--- src/rtl/zbuf_rmw_unit.sv ---
`default_nettype none
// ============================================================================
// Module : zbuf_rmw_unit -- FIFO-buffered depth-tested pixel writer and frame clear
// Option : define ZBUF_STATS_EN to add the oWRITE_CNT / oDISCARD_CNT counters
// Rev    : 1.0
// ============================================================================
module zbuf_rmw_unit #(
  parameter int DEPTH_W    = 2,
  parameter int DATA_W     = 16,
  parameter int ADDR_W     = 18,
  parameter int H_RES      = 640,
  parameter int V_RES      = 400,
  parameter int FIFO_DEPTH = 4,
  parameter logic [DEPTH_W-1:0] CLEAR_DEPTH = '1
) (
  input  logic                       iCLK,
  input  logic                       reset,
  input  logic                       iPIX_VALID,
  output logic                       oPIX_READY,
  input  logic [9:0]                 iPIX_X,
  input  logic [9:0]                 iPIX_Y,
  input  logic [DEPTH_W-1:0]         iPIX_DEPTH,
  input  logic [DATA_W-DEPTH_W-1:0]  iPIX_COLOR,
  input  logic [1:0]                 iCMP_MODE,
  input  logic                       iCLEAR_REQ,
  output logic                       oCLEAR_BUSY,
  input  logic                       iVIDEO_ON,
  output logic [ADDR_W-1:0]          oMEM_ADDR,
  output logic                       oMEM_READ,
  output logic                       oMEM_WRITE,
  output logic [DATA_W-1:0]          oGPU_DATA,
  input  logic [DATA_W-1:0]          iGPU_DATA,
`ifdef ZBUF_STATS_EN
  output logic [15:0]                oWRITE_CNT,
  output logic [15:0]                oDISCARD_CNT,
`endif
  output logic                       oIDLE
);

  localparam int COLOR_W = DATA_W - DEPTH_W;
  localparam int ENT_W   = 20 + DATA_W;
  localparam int PTR_W   = $clog2(FIFO_DEPTH);
  localparam logic [PTR_W:0]    c_fifo_full = (PTR_W+1)'(FIFO_DEPTH);
  localparam logic [ADDR_W-1:0] c_h_res     = ADDR_W'(H_RES);
  localparam logic [ADDR_W-1:0] c_last_addr = ADDR_W'(H_RES * V_RES - 1);

  typedef enum logic [2:0] {
    S_IDLE  = 3'd0,
    S_READ  = 3'd1,
    S_CMP   = 3'd2,
    S_WRITE = 3'd3,
    S_CLEAR = 3'd4
  } state_t;

  state_t r_state, w_state_nxt;

  logic [ENT_W-1:0]   r_fifo [FIFO_DEPTH];
  logic [PTR_W-1:0]   r_wr_ptr, r_rd_ptr;
  logic [PTR_W:0]     r_count;
  logic               w_push, w_pop;
  logic [ENT_W-1:0]   w_head;
  logic [9:0]         w_head_x, w_head_y;
  logic [DEPTH_W-1:0] w_head_depth;
  logic [COLOR_W-1:0] w_head_color;
  logic               w_head_in_range;
  logic [ADDR_W-1:0]  w_head_addr;

  logic [ADDR_W-1:0]  r_addr, w_addr_nxt;
  logic               r_read, w_read_nxt;
  logic               r_write, w_write_nxt;
  logic [DATA_W-1:0]  r_wdata, w_wdata_nxt;
  logic               r_busy;
  logic [DEPTH_W-1:0] r_depth;
  logic [COLOR_W-1:0] r_color;
  logic [1:0]         r_mode;
  logic               w_latch, w_busy_clr, w_clear_entry, w_pass_evt, w_drop_evt;
  logic [DEPTH_W-1:0] w_stored_depth;
  logic               w_pass;

  // Pixel FIFO: ready looks only at the registered count, never at this cycle's pop
  assign oPIX_READY = (r_count != c_fifo_full);
  assign w_push     = iPIX_VALID && oPIX_READY;
  assign w_head     = r_fifo[r_rd_ptr];
  assign {w_head_x, w_head_y, w_head_depth, w_head_color} = w_head;
  assign w_head_in_range = (int'(w_head_x) < H_RES) && (int'(w_head_y) < V_RES);
  assign w_head_addr     = ADDR_W'(w_head_y) * c_h_res + ADDR_W'(w_head_x);

  always_ff @(posedge iCLK) begin
    if (w_push) r_fifo[r_wr_ptr] <= {iPIX_X, iPIX_Y, iPIX_DEPTH, iPIX_COLOR};
  end

  always_ff @(posedge iCLK or posedge reset) begin
    if (reset) begin
      r_wr_ptr <= '0;
      r_rd_ptr <= '0;
      r_count  <= '0;
    end else begin
      if (w_push) r_wr_ptr <= r_wr_ptr + 1'b1;
      if (w_pop)  r_rd_ptr <= r_rd_ptr + 1'b1;
      case ({w_push, w_pop})
        2'b10:   r_count <= r_count + 1'b1;
        2'b01:   r_count <= r_count - 1'b1;
        default: ;
      endcase
    end
  end

  assign w_stored_depth = iGPU_DATA[DATA_W-1 -: DEPTH_W];

  always_comb begin
    w_pass = 1'b0;
    case (r_mode)
      2'd0:    w_pass = (r_depth <  w_stored_depth);
      2'd1:    w_pass = (r_depth <= w_stored_depth);
      2'd2:    w_pass = 1'b1;
      default: w_pass = (r_depth >  w_stored_depth);
    endcase
  end

  always_ff @(posedge iCLK or posedge reset) begin
    if (reset) r_state <= S_IDLE;
    else       r_state <= w_state_nxt;
  end

  // Next-state plus next value of every registered memory output
  always_comb begin
    w_state_nxt   = r_state;
    w_addr_nxt    = r_addr;
    w_read_nxt    = 1'b0;
    w_write_nxt   = 1'b0;
    w_wdata_nxt   = r_wdata;
    w_pop         = 1'b0;
    w_latch       = 1'b0;
    w_busy_clr    = 1'b0;
    w_clear_entry = 1'b0;
    w_pass_evt    = 1'b0;
    w_drop_evt    = 1'b0;
    case (r_state)
      S_IDLE: begin
        if (!iVIDEO_ON) begin
          if (r_busy) begin
            w_state_nxt   = S_CLEAR;
            w_addr_nxt    = '0;
            w_write_nxt   = 1'b1;
            w_wdata_nxt   = {CLEAR_DEPTH, {COLOR_W{1'b0}}};
            w_clear_entry = 1'b1;
          end else if (r_count != '0) begin
            w_pop = 1'b1;
            if (w_head_in_range) begin
              w_latch     = 1'b1;
              w_state_nxt = S_READ;
              w_addr_nxt  = w_head_addr;
              w_read_nxt  = 1'b1;
            end else begin
              w_drop_evt = 1'b1;
            end
          end
        end
      end
      S_READ: w_state_nxt = S_CMP;
      S_CMP: begin
        if (w_pass) begin
          w_state_nxt = S_WRITE;
          w_write_nxt = 1'b1;
          w_wdata_nxt = {r_depth, r_color};
          w_pass_evt  = 1'b1;
        end else begin
          w_state_nxt = S_IDLE;
          w_drop_evt  = 1'b1;
        end
      end
      S_WRITE: w_state_nxt = S_IDLE;
      S_CLEAR: begin
        // While paused, r_addr holds the next address still to be written
        if (r_write) begin
          if (r_addr == c_last_addr) begin
            w_state_nxt = S_IDLE;
            w_busy_clr  = 1'b1;
          end else begin
            w_addr_nxt  = r_addr + 1'b1;
            w_write_nxt = !iVIDEO_ON;
          end
        end else begin
          w_write_nxt = !iVIDEO_ON;
        end
      end
      default: w_state_nxt = S_IDLE;
    endcase
  end

  always_ff @(posedge iCLK or posedge reset) begin
    if (reset) begin
      r_addr  <= '0;
      r_read  <= 1'b0;
      r_write <= 1'b0;
      r_wdata <= '0;
      r_busy  <= 1'b0;
      r_depth <= '0;
      r_color <= '0;
      r_mode  <= 2'd0;
    end else begin
      r_addr  <= w_addr_nxt;
      r_read  <= w_read_nxt;
      r_write <= w_write_nxt;
      r_wdata <= w_wdata_nxt;
      if (w_busy_clr)      r_busy <= 1'b0;
      else if (iCLEAR_REQ) r_busy <= 1'b1;
      if (w_latch) begin
        r_depth <= w_head_depth;
        r_color <= w_head_color;
        r_mode  <= iCMP_MODE;
      end
    end
  end

  assign oMEM_ADDR   = r_addr;
  assign oMEM_READ   = r_read;
  assign oMEM_WRITE  = r_write;
  assign oGPU_DATA   = r_wdata;
  assign oCLEAR_BUSY = r_busy;
  assign oIDLE       = (r_state == S_IDLE) && (r_count == '0) && !r_busy;

`ifdef ZBUF_STATS_EN
  logic [15:0] r_write_cnt, r_discard_cnt;
  logic        w_unused;

  always_ff @(posedge iCLK or posedge reset) begin
    if (reset) begin
      r_write_cnt   <= '0;
      r_discard_cnt <= '0;
    end else if (w_clear_entry) begin
      r_write_cnt   <= '0;
      r_discard_cnt <= '0;
    end else begin
      if (w_pass_evt && r_write_cnt != 16'hFFFF)   r_write_cnt   <= r_write_cnt + 1'b1;
      if (w_drop_evt && r_discard_cnt != 16'hFFFF) r_discard_cnt <= r_discard_cnt + 1'b1;
    end
  end

  assign oWRITE_CNT   = r_write_cnt;
  assign oDISCARD_CNT = r_discard_cnt;
  assign w_unused     = ^iGPU_DATA[COLOR_W-1:0];
`else
  logic w_unused;
  assign w_unused = ^{iGPU_DATA[COLOR_W-1:0], w_pass_evt, w_drop_evt, w_clear_entry};
`endif

endmodule
`default_nettype wire

--- config.mk ---
export PLATFORM = sky130hd
export DESIGN_NAME = zbuf_rmw_unit
export DESIGN_NICKNAME = d
export VERILOG_FILES = /design/src/rtl/zbuf_rmw_unit.sv
export SDC_FILE = /design/constraint.sdc
export NUM_CORES = 1
export LEC_CHECK = 0
export CORE_UTILIZATION = 56
export DETAILED_ROUTE_END_ITERATION = 16
export PLACE_DENSITY = 0.81
export SKIP_CTS_REPAIR_TIMING = 1
export SYNTH_ARGS = -nofsm -noshare
export SYNTH_HDL_FRONTEND = slang
export SYNTH_SLANG_ARGS = --single-unit
--- constraint.sdc ---
create_clock -name iCLK -period 5.2 [get_ports iCLK]
set_clock_uncertainty 0.2 [all_clocks]
set_input_delay 0.52 -clock iCLK [delete_from_list [all_inputs] [get_ports iCLK]]
set_output_delay 0.52 -clock iCLK [all_outputs]
set_load 0.05 [all_outputs]
==> metrics.cfg, run 1 <==
[drt]
vias_per_cell = 5.97
routed_wl_mm = 17.7
ant_nets = 0
drtIter0Drc = 462
vias = 5442
routedWlPerCell_um = 19.4
drc_errors = 0
firstDrtPassIters = 5

[synth]
syn_inst = 592
syn-cell-area_um2 = 9010
synth-seq-cells = 209
synth_mux_area_share_pct = 11.3
syn_nets = 680
yosysUniqueCellTypes = 54
synth_top_family_by_area = multiplexers
synthAdderAreaFrac_pct = 4.28
synth_ff_type = edfxtp_1
synth-simple-area-share_pct = 7.47
synth-xor-area-share_pct = 1.94
yosysWarningCount = 0
synth-seq-area-share_pct = 66.1
synth_compound_area_share_pct = 6.50
avgSynthCellArea_um2 = 15.2
synth_edf_count = 144
ys_async_sr_fraction_pct = 31.1

[sta]
period_needed_ns = 4.05
fin_crit_sh_pct = 77.9
tightest_slew_ns = 1.26
hold_viol = 0
finalSetupTns_ns = 0
slew_headroom_pct = 15.4
rsz0062_at_grt = no
fmax_mhz = 247
drv_slew = 0
setup_violations = 0
layout_setup_ws_ns = 1.15

[run]
maxCapViolCount = 0

[floorplan]
die_y_um = 129
ios = 98
core_area_um2 = 15400
die_x_um = 129
dieArea_um2 = 16600
start_util_pct = 58.4
rows = 45

[worst_setup_path]
rr_startpoint = r_rd_ptr[0]
criticalPathCategory = register to register
endpoint = oMEM_ADDR[16]
startpoint = r_rd_ptr[0]
worst_setup_path_start_kind = register
ff2ff_setup_slack_ns = 1.15
r2r_cells = 11
rr_endpoint = oMEM_ADDR[16]
arrival_ns = 4.25
worstPathMaxFanout = 14
end_kind = register
worstPathRequired_ns = 5.40

[finish]
syn2layout_area_growth_pct = 20.0
drive_gt1_share_pct = 15.4
diodes = 0
fin_nets = 772

[pwr]
power.density_nw_per_um2 = 493
vdd_drop_max_uv = 335
p_leak_nw = 3.95

[global_route]
grt_pass1_wl_mm = 28.3
grt_pass1_vias = 5558
overflow = 0
antenna_found_initial = 0
grt_usage_pct = 22.5
grt_max_degree = 66

[place]
pre_cts_slack_ns = 1.16
portBuffers = 83
gp_congestion = 0.844
dp_hpwl_mm = 11.2

[clock_network]
clk_latency_ns = 0.49
cts_buffer_depth = 3
clk_pin_slew_ns = 0.06
cts_root_buffer = clkbuf_16
clock_sinks = 209
cts-buffers-inserted = 22
tritoncts = built
cts-htree-levels = 1

[worst_hold_path]
hold_class = register to register
min_from = r_count[2]

[outcome]
status = finished clean

==> worst min-delay path by stage <==
stage | endpoint | slack, ns | depth (start not counted)
floorplan | r_count[0] | 0.26 | 1
global placement | r_count[0] | 0.27 | 1
detailed placement | oGPU_DATA[7] | 0.28 | 2
CTS | r_count[2] | 0.30 | 1
global route | r_color[7] | 0.32 | 1
finish | r_count[2] | 0.29 | 1
==> report_power, final <==
| part | switching [mW] | internal [mW] | total, mW |
|---|---|---|---|
| Combinational | 0.872 | 0.583 | 1.45 |
| Clock | 0.609 | 0.960 | 1.57 |
| Sequential | 0.175 | 2.13 | 2.30 |
==> synth_stat cells (2+ instances only) <==
master	instances	area share (%)
buf_1	3	0.13
edfxtp_1	144	48
a31oi_1	7	0.49
nand3_1	25	1.4
xnor2_1	13	1.3
nand4_1	4	0.28
a21oi_1	22	1.2
buf_6	3	0.38
xor2_1	7	0.68
fa_1	3	0.67
mux2_2	17	2.1
and3_1	7	0.49
dfrtp_1	65	18
nand2_1	24	1.0
nor3b_1	5	0.42
ha_1	26	3.6
o22ai_1	2	0.14
a211oi_1	2	0.17
or3b_2	4	0.39
nor2b_1	2	0.14
nor3_1	13	0.72
nand2b_1	4	0.28
buf_2	3	0.17
a22oi_1	2	0.17
nor2_1	21	0.88
o21ai_0	50	2.8
mux4_2	35	8.8
nor4_1	3	0.21
and4_1	2	0.19
nand3b_1	3	0.25
clkbuf_1	14	0.58
inv_1	29	1.2
a32oi_1	2	0.19
a21o_1	2	0.17
and2_1	5	0.35
==> cells by family (layout without fill, tap and decap cells) <==
group	count (synthesis)	after routing
xor gates and xnor gates	20	20
and+or+nand+nor	128	128
adders and majority gates	29	29
buffers and inverters	52	160
DFF	209	209
AOI/OAI and AO/OA	100	100
muxes	54	54
==> sequential cells by signal (all words and copies together) (netlist names) <==
name	count
r_fifo	144
oMEM_ADDR	18
oGPU_DATA	16
r_color	14
r_count	3
r_state	3
r_depth	2
r_mode	2
r_rd_ptr	2
r_wr_ptr	2
oCLEAR_BUSY	1
oMEM_READ	1
oMEM_WRITE	1
==> stage by stage <==
| stage | hold slack (ns) | utilization, % | instance area, um2 | power [mW] | cells |
|---|---|---|---|---|---|
| 5_1_grt | 0.316 | 70.1 | 10800 | 5.57 | 911 |
| 2_1_floorplan | 0.260 | - | 9010 | 3.32 | 592 |
| 3_5_place_dp | 0.284 | 65.2 | 10100 | 3.79 | 871 |
| 6_report | 0.290 | 70.1 | 10800 | 5.33 | 911 |
| 4_1_cts | 0.296 | 70.1 | 10800 | 5.36 | 911 |
| 3_3_place_gp | 0.275 | 65.2 | 10100 | 3.72 | 871 |
==> critical path, cell delays in order, from the launching register on <==
cell	delay (ns)
dfrtp_2	0.66
mux4_2	0.63
ha_1	0.31
ha_1	0.23
fa_1	0.42
xor2_1	0.29
nand2_1	0.09
nor4_1	0.43
nand3_1	0.17
xnor2_1	0.23
a21oi_1	0.10
o22ai_1	0.19
==> cells in the final DEF, fill, tap and decap left out, types with 4 or more instances in the layout <==
cell               n
and3_1             7
and2_1             5
o21ai_0           50
clkbuf_8           7
nor3_1            13
clkdlybuf4s50_1   83
buf_4              8
nand3_1           25
xor2_1             7
nor3b_1            4
a21oi_1           22
inv_1             28
nor2_1            21
nand2_1           24
dfrtp_1           64
mux2_2            17
edfxtp_1         144
a31oi_1            7
mux4_2            35
clkbuf_16         23
nand4_1            4
xnor2_1           13
ha_1              26
nand2b_1           4
or3b_2             4
==> final cells by class <==
cell class	count	area [um2]
fillers	1000	4610
multi-input cells	331	2850
clock buffers	33	683
repair buffers	91	891
flip-flops and latches	209	5950
clock inverters	7	67.6
inverters	29	109
well taps	211	264
==> layer usage <==
metal | wire length, um | vias up | global-route usage, %
met5 | 0 | - | 0
met4 | 422 | 0 | 7.75
met3 | 1040 | 31 | 4.07
met2 | 8960 | 178 | 38.3
met1 | 7290 | 2782 | 29.6
li1 | - | 2451 | -
(Power assumes the default switching activity.)
==> run 2, diff against run 1 <==
Clock period 5.2 ns to 4.1 ns, I/O delays scaled along.
==> metrics.cfg, run 2 (synthesis results as in run 1) <==
[outcome]
status = finished clean  ; unchanged

[pwr]
p_leak_nw = 3.92  ; was 3.95 nW
power.density_nw_per_um2 = 615  ; was 493 nW/um2
vdd_drop_max_uv = 384  ; was 335 uV

[worst_hold_path]
hold_class = input port to async pin  ; was register to register

[finish]
mostFrequentLayoutCell = edfxtp_1  ; unchanged
fin_nets = 777  ; was 772
drive_gt1_share_pct = 15.6  ; was 15.4%
top_register = r_fifo  ; unchanged
final_cell_mix = 144 x edfxtp_1, 83 x clkdlybuf4s50_1, 64 x dfrtp_1  ; unchanged
largest_reg_flops = 144  ; unchanged
fin_util_pct = 69.8  ; was 70.1%
diodes = 0  ; unchanged
syn2layout_area_growth_pct = 19.5  ; was 20.0%

[clock_network]
cts-htree-levels = 1  ; unchanged
tritoncts = built  ; unchanged
cts-buffers-inserted = 21  ; was 22
clock_sinks = 209  ; unchanged
clk_pin_slew_ns = 0.06  ; about the same
cts_root_buffer = clkbuf_16  ; unchanged
cts_buffer_depth = 3  ; unchanged
clk_latency_ns = 0.49  ; about the same

[place]
gp_congestion = 0.876  ; was 0.844
dp_hpwl_mm = 11.9  ; was 11.2 mm
portBuffers = 83  ; unchanged

[sta]
whs_ns = 0.157  ; was 0.290 ns
hold_viol = 0  ; unchanged
fmax_mhz = 252  ; was 247 MHz
fin_crit_sh_pct = 96.7  ; was 77.9%
period_needed_ns = 3.96  ; was 4.05 ns
setup_violations = 0  ; unchanged
tightest_slew_ns = 1.25  ; was 1.26 ns
slew_headroom_pct = 16.2  ; was 15.4%
drv_slew = 0  ; unchanged

[floorplan]
dieArea_um2 = 16600  ; unchanged
rows = 45  ; unchanged
core_area_um2 = 15400  ; unchanged
start_util_pct = 58.4  ; unchanged
ios = 98  ; unchanged
die_x_um = 129  ; unchanged
die_y_um = 129  ; unchanged

[global_route]
antenna_found_initial = 0  ; unchanged
grt_usage_pct = 24.2  ; was 22.5%
grt_pass1_vias = 5611  ; was 5558
overflow = 0  ; unchanged
grt_max_degree = 37  ; was 66
grt_pass1_wl_mm = 29.9  ; was 28.3 mm

[drt]
ant_nets = 0  ; unchanged
vias = 5486  ; was 5442
drc_errors = 0  ; unchanged
routed_wl_mm = 19.2  ; was 17.7 mm
routedWlPerCell_um = 21.0  ; was 19.4 um
firstDrtPassIters = 5  ; unchanged
vias_per_cell = 6.00  ; was 5.97
drtIter0Drc = 567  ; was 462

[worst_setup_path]
end_kind = register  ; unchanged
worstPathRequired_ns = 4.27  ; was 5.40 ns
criticalPathCategory = register to register  ; unchanged
worstPathMaxFanout = 10  ; was 14
worst_setup_path_start_kind = register  ; unchanged
arrival_ns = 4.13  ; was 4.25 ns

[run]
maxCapViolCount = 0  ; unchanged

-- run 2: worst max-delay path, cell delays in order (launching register included) --
cell and delay (ns):
dfrtp_4 0.54, mux4_2 0.60, ha_1 0.34, ha_1 0.25
fa_1 0.42, a211oi_1 0.33, nor2_1 0.11, xor2_1 0.28
nand3b_1 0.16, nand3b_1 0.20, xnor2_1 0.32, o41ai_2 0.10
-- run 2: metrics by stage --
stage / cells / power [mW] / setup TNS [ns] / setup slack (ns) / area (um2)
6_report: 915 / 6.62 / 0 / 0.137 / 10800
5_1_grt: 915 / 6.91 / -0.0575 / -0.0575 / 10800
4_1_cts: 915 / 6.64 / 0 / 0.112 / 10800
3_5_place_dp: 877 / 4.82 / 0 / 0.202 / 10100
3_3_place_gp: 877 / 4.72 / 0 / 0.304 / 10100
2_1_floorplan: 592 / 4.22 / 0 / 0.0668 / 9010
-- run 2: path summary, 6_finish.rpt --
| kind | startpoint | end | slack, ns | depth (start not counted) |
|---|---|---|---|---|
| worst min register to register | r_count[0] | r_count[0] | 0.31 | 1 |
| min in group iCLK | iCMP_MODE[0] | r_mode[0] | 0.27 | 3 |
| worst max-delay path | r_rd_ptr[0] | oMEM_ADDR[17] | 0.14 | 11 |
| max in group asynchronous | reset | r_rd_ptr[0] | 2.56 | 3 |
| worst max register to register | r_rd_ptr[0] | oMEM_ADDR[17] | 0.14 | 11 |
| worst min-delay path | reset | r_state[1] | 0.16 | 2 |
-- run 2: area by class of cell --
class	instances	area (um2)
Fill cell	1018	4670
Timing Repair Buffer	97	936
Clock buffer	29	566
Tap cell	211	264
Multi-Input combinational cell	331	2850
Sequential cell	209	5950
Inverter	29	109
Clock inverter	9	81.3
-- run 2: metal layers --
| layer | vias up | part of all wire [%] | GRT usage [%] |
|---|---|---|---|
| li1 | 2469 | - | - |
| met1 | 2764 | 40 | 31.1 |
| met2 | 211 | 51 | 41.1 |
| met3 | 42 | 7.0 | 4.74 |
| met4 | 0 | 2.8 | 9.34 |
| met5 | - | 0 | 0 |
-- run 2: power by group --
group | switching, mW | internal, mW
Sequential | 0.226 | 2.70
Clock | 0.773 | 1.03
Combinational | 1.13 | 0.751
Total | 2.13 | 4.48
